### config.mk
export PLATFORM = sky130hd
export DESIGN_NAME = muldiv_sequencer
export DESIGN_NICKNAME = d
export VERILOG_FILES = /design/src/rtl/muldiv_pkg.sv /design/src/rtl/muldiv_step.sv /design/src/rtl/muldiv_sequencer.sv
export SDC_FILE = /design/constraint.sdc
export NUM_CORES = 1
export LEC_CHECK = 0
export CORE_MARGIN = 4
export CORE_UTILIZATION = 60
export DETAILED_ROUTE_END_ITERATION = 12
export MAX_ROUTING_LAYER = met4
export PLACE_DENSITY = 0.95
export RECOVER_POWER = 100
export SLEW_MARGIN = 20
export SYNTH_ARGS = -nofsm -noshare
export SYNTH_HDL_FRONTEND = slang
export SYNTH_HIERARCHICAL = 1
export SYNTH_SLANG_ARGS = --single-unit
### constraint.sdc
create_clock -name Clock -period 5 [get_ports Clock]
set_input_delay 1 -clock Clock [delete_from_list [all_inputs] [get_ports Clock]]
set_output_delay 1 -clock Clock [all_outputs]
set_load 0.005 [all_outputs]
### src/rtl/muldiv_pkg.sv
// Shared types and constants for the iterative multiply/divide sequencer.
package muldiv_pkg;

    typedef enum logic [1:0] {
        ST_IDLE = 2'd0,
        ST_RUN  = 2'd1,
        ST_DONE = 2'd2
    } state_t;

    localparam logic ALU_OP_DIV = 1'b0;
    localparam logic ALU_OP_MUL = 1'b1;

    // Wide enough for any supported operand width; users slice the low bits.
    localparam int              MAX_L            = 64;
    localparam logic [MAX_L-1:0] DIV_BY_ZERO_QUOT = '1;

endpackage

### src/rtl/muldiv_step.sv
// One combinational iteration: shift-add multiply step or restoring divide step.
module muldiv_step
    import muldiv_pkg::*;
#(
    parameter int l = 16
) (
    input  logic         op_i,
    input  logic [l-1:0] acc_i,
    input  logic [l-1:0] lo_i,
    input  logic [l-1:0] operand_i,
    output logic [l-1:0] acc_o,
    output logic [l-1:0] lo_o
);

    logic [l:0]   sum;
    logic [l:0]   rem_s;
    logic         ge;
    logic [l-1:0] diff;

    always_comb begin
        sum   = {1'b0, acc_i} + (lo_i[0] ? {1'b0, operand_i} : '0);
        // The shifted remainder needs one extra bit before the trial subtract.
        rem_s = {acc_i, lo_i[l-1]};
        ge    = rem_s >= {1'b0, operand_i};
        // When ge holds the true difference is below the divisor, so l bits suffice.
        diff  = rem_s[l-1:0] - operand_i;

        if (op_i == ALU_OP_MUL) begin
            acc_o = sum[l:1];
            lo_o  = {sum[0], lo_i[l-1:1]};
        end else if (ge) begin
            acc_o = diff;
            lo_o  = {lo_i[l-2:0], 1'b1};
        end else begin
            acc_o = rem_s[l-1:0];
            lo_o  = {lo_i[l-2:0], 1'b0};
        end
    end

endmodule

### src/rtl/muldiv_sequencer.sv
// Iterative unsigned MUL/DIV sequencer with Busy/Done handshake.
// Optional MULDIV_EARLY_EXIT_EN: MUL stops once the remaining multiplier bits are zero.
module muldiv_sequencer
    import muldiv_pkg::*;
#(
    parameter int l     = 16,
    parameter int cnt_w = 5
) (
    input  logic         Clock,
    input  logic         Reset,
    input  logic         Start,
    input  logic         ALUOpcode,
    input  logic [l-1:0] OperandA,
    input  logic [l-1:0] OperandB,
    output logic         Busy,
    output logic         Done,
    output logic [l-1:0] Result,
    output logic [l-1:0] ResultHigh,
    output logic         Zero,
    output logic         Overflow,
    output logic         DivByZero,
    output state_t       DbgState
);

    // Handshake: Start is taken on any edge where Busy=0 (IDLE or DONE);
    // Done is a one-cycle pulse and results stay valid until the next Done.
    state_t         state_q;
    logic [cnt_w-1:0] cnt_q;
    logic           op_q;
    logic [l-1:0]   acc_q, lo_q, opnd_q;
    logic [l-1:0]   acc_d, lo_d;
    logic           busy_q, done_q;
    logic [l-1:0]   result_q, result_hi_q;
    logic           zero_q, ovf_q, dbz_q;
    logic           last_iter;
    logic [2*l-1:0] final_d;

    muldiv_step #(.l(l)) u_step (
        .op_i      (op_q),
        .acc_i     (acc_q),
        .lo_i      (lo_q),
        .operand_i (opnd_q),
        .acc_o     (acc_d),
        .lo_o      (lo_d)
    );

`ifdef MULDIV_EARLY_EXIT_EN
    logic [l-1:0] mplr_q, mplr_d;
    assign mplr_d    = mplr_q >> 1;
    assign last_iter = (cnt_q == cnt_w'(l-1)) || (op_q == ALU_OP_MUL && mplr_d == '0);
    // Skipped iterations would only shift right, so apply them in one step.
    assign final_d   = {acc_d, lo_d} >> (cnt_w'(l-1) - cnt_q);
`else
    assign last_iter = (cnt_q == cnt_w'(l-1));
    assign final_d   = {acc_d, lo_d};
`endif

    always_ff @(posedge Clock) begin
        if (Reset) begin
            state_q     <= ST_IDLE;
            cnt_q       <= '0;
            op_q        <= ALU_OP_DIV;
            acc_q       <= '0;
            lo_q        <= '0;
            opnd_q      <= '0;
            busy_q      <= 1'b0;
            done_q      <= 1'b0;
            result_q    <= '0;
            result_hi_q <= '0;
            zero_q      <= 1'b0;
            ovf_q       <= 1'b0;
            dbz_q       <= 1'b0;
`ifdef MULDIV_EARLY_EXIT_EN
            mplr_q      <= '0;
`endif
        end else begin
            done_q <= 1'b0;
            case (state_q)
                ST_RUN: begin
                    acc_q <= acc_d;
                    lo_q  <= lo_d;
                    cnt_q <= cnt_q + cnt_w'(1);
`ifdef MULDIV_EARLY_EXIT_EN
                    mplr_q <= mplr_d;
`endif
                    if (last_iter) begin
                        state_q     <= ST_DONE;
                        busy_q      <= 1'b0;
                        done_q      <= 1'b1;
                        result_q    <= final_d[l-1:0];
                        result_hi_q <= final_d[2*l-1:l];
                        zero_q      <= (final_d[l-1:0] == '0);
                        ovf_q       <= (op_q == ALU_OP_MUL) && (final_d[2*l-1:l] != '0);
                        dbz_q       <= 1'b0;
                    end
                end
                default: begin
                    state_q <= ST_IDLE;
                    busy_q  <= 1'b0;
                    if (Start) begin
                        op_q   <= ALUOpcode;
                        cnt_q  <= '0;
                        acc_q  <= '0;
                        opnd_q <= (ALUOpcode == ALU_OP_MUL) ? OperandA : OperandB;
                        lo_q   <= (ALUOpcode == ALU_OP_MUL) ? OperandB : OperandA;
`ifdef MULDIV_EARLY_EXIT_EN
                        mplr_q <= OperandB;
`endif
                        if (ALUOpcode == ALU_OP_DIV && OperandB == '0) begin
                            state_q     <= ST_DONE;
                            done_q      <= 1'b1;
                            result_q    <= DIV_BY_ZERO_QUOT[l-1:0];
                            result_hi_q <= OperandA;
                            zero_q      <= 1'b0;
                            ovf_q       <= 1'b0;
                            dbz_q       <= 1'b1;
                        end
`ifdef MULDIV_EARLY_EXIT_EN
                        else if (ALUOpcode == ALU_OP_MUL && OperandB == '0) begin
                            state_q     <= ST_DONE;
                            done_q      <= 1'b1;
                            result_q    <= '0;
                            result_hi_q <= '0;
                            zero_q      <= 1'b1;
                            ovf_q       <= 1'b0;
                            dbz_q       <= 1'b0;
                        end
`endif
                        else begin
                            state_q <= ST_RUN;
                            busy_q  <= 1'b1;
                        end
                    end
                end
            endcase
        end
    end

    assign Busy       = busy_q;
    assign Done       = done_q;
    assign Result     = result_q;
    assign ResultHigh = result_hi_q;
    assign Zero       = zero_q;
    assign Overflow   = ovf_q;
    assign DivByZero  = dbz_q;
    assign DbgState   = state_q;

endmodule

==> flow_summary.yaml, run 1 <==
status:
  outcome: "finished with violations"
  violations: "max-capacitance violations, max-slew violations"
place:
  dpl_cell_area_mm2: 0.00688
  dp_cells: 937
  portBuffers: 74
  dp_hpwl_mm: 13.6
  gp_congestion: 0.944
floorplan:
  die_h_um: 109
  initial_core_util: 0.624
  fp.dieW_um: 109
  coreArea_mm2: 0.00986
  rows: 36
  pin_count: 75
  die_area_mm2: 0.0119
worst_hold_path:
  holdCritStartpoint: "Result[0]"
  min_path_type: "flip-flop to flip-flop"
  min_to: "Result[0]"
  hold_depth: 2
grt:
  antenna_found_initial: 0
  gr-total-overflow: 0
  grt_pass1_wl_mm: 30.1
  first_global_vias: 6014
  track_usage: 0.322
  grt_max_degree: 54
timing:
  setup_tns_ns: 0
  finalHoldViolCount: 0
  fin_crit_ns: 4.16
  clock.fmax_mhz: 240
  worstMarginPinSlew_ns: 1.51
  setup_violations: 0
  rsz0062_at_grt: "false"
  finalClockSkew_ns: 0.00757
  hold_ws_ns: 0.459
  drv_slew: 19
  fin_crit_sh: 0.832
  max_slew_margin: -0.0116
synth:
  yosys_warnings: 6
  postSynthAreaPerCell_um2: 7.96
  ys.flop_type: "dfxtp_1"
  synth_edf_count: 0
  synth.distinct_cells: 65
  syn_inst: 773
  yosysSeqAreaShare: 0.299
  syn_area_mm2: 0.00615
  syn_nets: 845
  synth-seq-cells: 92
  async_reset_ff_frac: 0
routing:
  drtIter0Drc: 752
  firstDrtPassIters: 6
  viasPerCell: 6.57
  drc: 0
  routed_wirelength_mm: 18.3
  wl_per_cell_um: 19.2
  vias: 6261
  ant_nets: 0
clock_network:
  ctsHoldBuffers: 0
  cts_buffers: 9
  clk_pin_slew_worst_paths_ns: 0.09
  h-tree-depth: 3
  cts_setup_buffers: 0
  cts_tree: "built"
  cts_root_buf: "clkbuf_8"
  cts_resized: 0
  clockBufferDepth: 2
  clk_latency_ns: 0.37
  cts.sinks: 92
critical_path:
  worstPathArrival_ns: 4.40
  reg2regPathDepth: 15
  cp_cell_sequence: "inv_1 > ha_1 > nor2b_1 > o31a_1 > o21ai_0 > a2111oi_0 > nor2_2 > buf_4 > nor3_1 > a211oi_1 > a21oi_1 > nor4_1 > nand4_1 > nand4_1 > a21oi_1"
  crit_path_start_kind: "flip-flop"
  r2r_setup_slack_ns: 0.84
  r2r_end: "Overflow"
  worst-path-buf-inv: 2
  path_class: "flip-flop to flip-flop"
  slowest_stage: "nor2_2"
  crit_fanout: 21
  cp-end-kind: "flip-flop"
  reg2reg_from: "opnd_q[1]"
  cp_top_family: "simple AND/OR/NAND/NOR gates"
  required_ns: 5.24
  cp.depth: 15
  slowest_delay_ns: 0.75
final_layout:
  final_layout_size_suffix_gt1_frac: 0.0659
  nFillCells: 721
  syn2layout_area_growth_pct: 14.6
  nNetsFinal: 887
  regArea_mm2: 0.00184
  multi_input_area_mm2: 0.00388
  stdcell_count: 953
  final_cell_area_mm2: 0.00705
  diodes: 0
power:
  cellPowerDensity_mw_per_mm2: 283
  leakage_nw: 2.91
  irDropWorstVdd_uv: 197
run:
  maxCapViolCount: 1
## layout by cell type (no fill, tap or decap), types with 6 or more instances in the layout
cell             count
a211oi_1            57
a21oi_1             71
a311oi_1            32
a31oi_1              8
and2_1              18
buf_4                8
clkbuf_8            10
clkdlybuf4s50_1     31
dfxtp_1             92
dlygate4sd3_1       41
ha_1                34
inv_1               44
mux2_2              16
mux2i_1             37
nand2_1             69
nand2b_1             7
nand3_1              8
nand4_1              6
nor2_1             101
nor3_1              12
nor4_1               9
o21ai_0             19
xnor2_1             15
xor2_1               8
## worst min-delay path, cell delays in order (launching register included)
cell      delay, ns
dfxtp_1        0.32
inv_1          0.05
a211oi_1       0.05
## state kept, by name (all words and copies together) (netlist names)
signal / cells
cnt_q: 5
Result: 16
lo_q: 16
Overflow: 1
DivByZero: 1
acc_q: 16
DbgState: 2
ResultHigh: 16
op_q: 1
opnd_q: 16
Zero: 1
Done: 1
## area by class of cell
type	count	area share
inverters	44	0.0234
repair buffers	83	0.113
multi-input cells	585	0.551
clock inverters	5	0.00834
well taps	133	0.0236
flip-flops and latches	92	0.261
clock buffers	11	0.0201
## through the flow
stage                     total power (W)  setup WS (ns)  utilization
after detailed placement          0.00148           1.08        0.698
after CTS                         0.00198           1.04        0.718
after global routing              0.00209          0.609        0.715
final                             0.00199          0.841        0.715
after global placement            0.00145           1.02        0.698
after floorplan                   0.00130           1.68            -
## cell usage after synthesis (all sizes together), types with 3 or more instances
cell type  number  share of area
nor2b           4         0.0041
nand2          69          0.042
ha             34          0.069
nor2          102          0.062
o21bai          3         0.0037
xor2            8          0.011
nand3           8         0.0073
a31oi           8         0.0092
mux2i          37          0.060
a211oi         57          0.070
inv            44          0.027
buf            15          0.013
dfxtp          92           0.30
a311oi         32          0.046
nand2b          7         0.0071
o21a            4         0.0049
nor4           10          0.013
o221ai          3         0.0043
xnor2          15          0.021
mux2           16          0.029
and3            3         0.0033
nand4           6         0.0061
nor3           12         0.0098
clkbuf         36          0.026
a21o            6         0.0077
and2           20          0.021
o21ai          20          0.018
a21oi          71          0.058
## logic make-up (layout without fill, tap and decap cells)
family	count (synthesis)	after routing	share of synthesized area
AND/OR/NAND/NOR	252	252	0.188
multiplexers	53	53	0.0895
AO/OA/AOI/OAI	221	221	0.247
buffers and inverters	96	143	0.0673
adder cells (fa/ha/maj)	36	36	0.0757
XOR/XNOR	23	23	0.0328
flip-flops	92	92	0.299
## per-layer routing
layer | share of wire | GRT usage | wire length, um | up-vias
met5 | 0 | - | 0 | -
met4 | 0.033 | 0.124 | 601 | 0
met3 | 0.084 | 0.0456 | 1530 | 71
met2 | 0.47 | 0.520 | 8650 | 389
met1 | 0.41 | 0.409 | 7520 | 2925
li1 | - | - | - | 2876
## worst max path at each step
stage,start,endpoint
floorplan,lo_q[0],Overflow
global placement,lo_q[0],Overflow
detailed placement,lo_q[0],Overflow
CTS,lo_q[0],Overflow
global route,opnd_q[1],Overflow
finish,opnd_q[1],Overflow
## report_power, final
| group | total [W] | internal, W | switching [W] | leakage [nW] |
|---|---|---|---|---|
| combinational | 0.000667 | 0.000263 | 0.000404 | 2.06 |
| sequential | 0.000811 | 0.000767 | 0.0000435 | 0.749 |
| clock | 0.000517 | 0.000246 | 0.000271 | 0.0959 |
No activity file was read; power rests on OpenSTA's default activity.
==> run 2: changes to the inputs <==
CORE_UTILIZATION = 57   (was 60)
PLACE_DENSITY = 0.91   (was 0.95)
clock period = 4.2 ns   (was 5 ns; I/O delays follow)
==> flow_summary.yaml, run 2 (synthesis gave the netlist of run 1 again) <==
final_layout:
  final_layout_size_suffix_gt1_frac: 0.0727
  nFillCells: 810
  stdcell_count: 961
  layout_commonest_cell: "nor2_1"
  multi_input_area_mm2: 0.00389
  nNetsFinal: 892
  diodes: 0
  layout_common_cells: "nor2_1, dfxtp_1, a21oi_1, nand2_1, a211oi_1"
  final_cell_area_mm2: 0.00708
  regArea_mm2: 0.00184
  syn2layout_area_growth_pct: 15.1
floorplan:
  initial_core_util: 0.591
  die_area_mm2: 0.0125
  rows: 37
  fp.dieW_um: 112
  coreArea_mm2: 0.0104
  pin_count: 75
  die_h_um: 112
timing:
  finalHoldViolCount: 0
  rsz0062_at_grt: "false"
  setup_violations: 0
  setup_ws_ns: 0.334
  fin_crit_ns: 3.87
  fin_crit_sh: 0.920
  clock.fmax_mhz: 259
  worstMarginPinSlew_ns: 2.25
  max_slew_margin: -0.499
  setup_tns_ns: 0
  finalClockSkew_ns: 0.00886
  drv_slew: 70
routing:
  vias: 6196
  wl_met1_mm: 7.48
  viasPerCell: 6.45
  drtIter0Drc: 676
  ant_nets: 0
  wl_per_cell_um: 19.2
  highest_layer: "met4"
  firstDrtPassIters: 6
  wl_met3_mm: 1.63
  routed_wirelength_mm: 18.4
  wl_met2_mm: 8.69
  drc: 0
power:
  p_sw_w: 0.000851
  cellPowerDensity_mw_per_mm2: 330
  p_clk_frac: 0.245
  seq_power_share: 0.412
  comb_power_share: 0.344
  p_int_w: 0.00148
  p_sw_frac: 0.365
  leakage_nw: 2.92
  irDropWorstVdd_uv: 280
critical_path:
  slowest_stage: "nor2_2"
  cp-end-kind: "flip-flop"
  worst-path-buf-inv: 2
  required_ns: 4.45
  cp_cell_sequence: "inv_1 > ha_1 > nor2b_1 > o31a_1 > o21ai_1 > a2111oi_2 > nor2_2 > buf_4 > nor3b_1 > mux2_2 > a211oi_1 > nand2_1 > a311oi_1"
  worstPathArrival_ns: 4.12
  crit_path_start_kind: "flip-flop"
  crit_fanout: 19
  cp_top_family: "compound AO/OA/AOI/OAI gates"
  path_class: "flip-flop to flip-flop"
  slowest_delay_ns: 0.60
clock_network:
  cts_resized: 0
  cts_buffers: 9
  cts_setup_buffers: 0
  cts_root_buf: "clkbuf_8"
  h-tree-depth: 3
  cts.sinks: 92
  ctsHoldBuffers: 0
  clk_latency_ns: 0.37
  clk_pin_slew_worst_paths_ns: 0.09
  clockBufferDepth: 2
  cts_tree: "built"
grt:
  gr-total-overflow: 0
  first_global_vias: 5964
  track_usage: 0.298
  grt_pass1_wl_mm: 30.0
  grt_max_degree: 57
  antenna_found_initial: 0
place:
  pre_cts_slack_ns: 0.622
  gp_congestion: 1.00
  dp_cells: 945
  dp_hpwl_mm: 13.7
  dpl_cell_area_mm2: 0.00693
  portBuffers: 74
status:
  outcome: "finished with violations"
  violations: "max-capacitance violations, max-slew violations"
run:
  maxCapViolCount: 2
worst_hold_path:
  min_path_type: "flip-flop to flip-flop"
==> run 2: cell count changes in the layout (fill, tap and decap cells not counted), sizes merged <==
cell | previous run | this run
buf | 10 | 13
bufinv | 1 | 0
clkbuf | 12 | 14
clkinv | 1 | 3
clkinvlp | 2 | 1
==> run 2: final cells by class <==
cell class	instances	share of cell area
clock inverters	5	0.00495
flip-flops and latches	92	0.260
repair buffers	88	0.116
clock buffers	11	0.0214
multi-input cells	585	0.550
well taps	136	0.0240
inverters	44	0.0233
==> run 2: power groups by stage <==
stage          clock network (W)  logic [W]  registers (W)
6_report                0.000571   0.000802       0.000961
5_1_grt                 0.000616   0.000871       0.000966
4_1_cts                 0.000573   0.000784       0.000959
3_5_place_dp                   0   0.000778       0.000979
3_3_place_gp                   0   0.000759       0.000977
2_1_floorplan                  0   0.000592       0.000959
==> run 2: metal layers <==
layer | track usage | up-vias
li1 | - | 2896
met2 | 0.476 | 356
met3 | 0.0511 | 57
met4 | 0.116 | 0
met1 | 0.375 | 2887
met5 | - | -
==> run 2: final timing paths <==
path / from / end / slack, ns / cells after the start
min reg2reg: Result[3] / Result[3] / 0.46 / 2
max reg2reg: opnd_q[1] / ResultHigh[14] / 0.33 / 13
min: Result[3] / Result[3] / 0.46 / 2
max: opnd_q[1] / ResultHigh[14] / 0.33 / 13
==> run 2: metrics by stage <==
| stage | util | hold WS [ns] | power (W) |
|---|---|---|---|
| final | 0.680 | 0.457 | 0.00233 |
| after global placement | 0.665 | 0.442 | 0.00174 |
| after floorplan | - | 0.447 | 0.00155 |
| after global routing | 0.680 | 0.486 | 0.00245 |
| after CTS | 0.683 | 0.462 | 0.00232 |
| after detailed placement | 0.665 | 0.442 | 0.00176 |
==> run 2: worst register-to-register path: cells and delay by family, from the launching register on <==
kind            cells  cell delay, ns
flops               1            0.41
buf+inv             2            0.35
mux                 1            0.26
simple gates        4            0.99
fa+ha+maj           1            0.28
compound gates      5            1.46
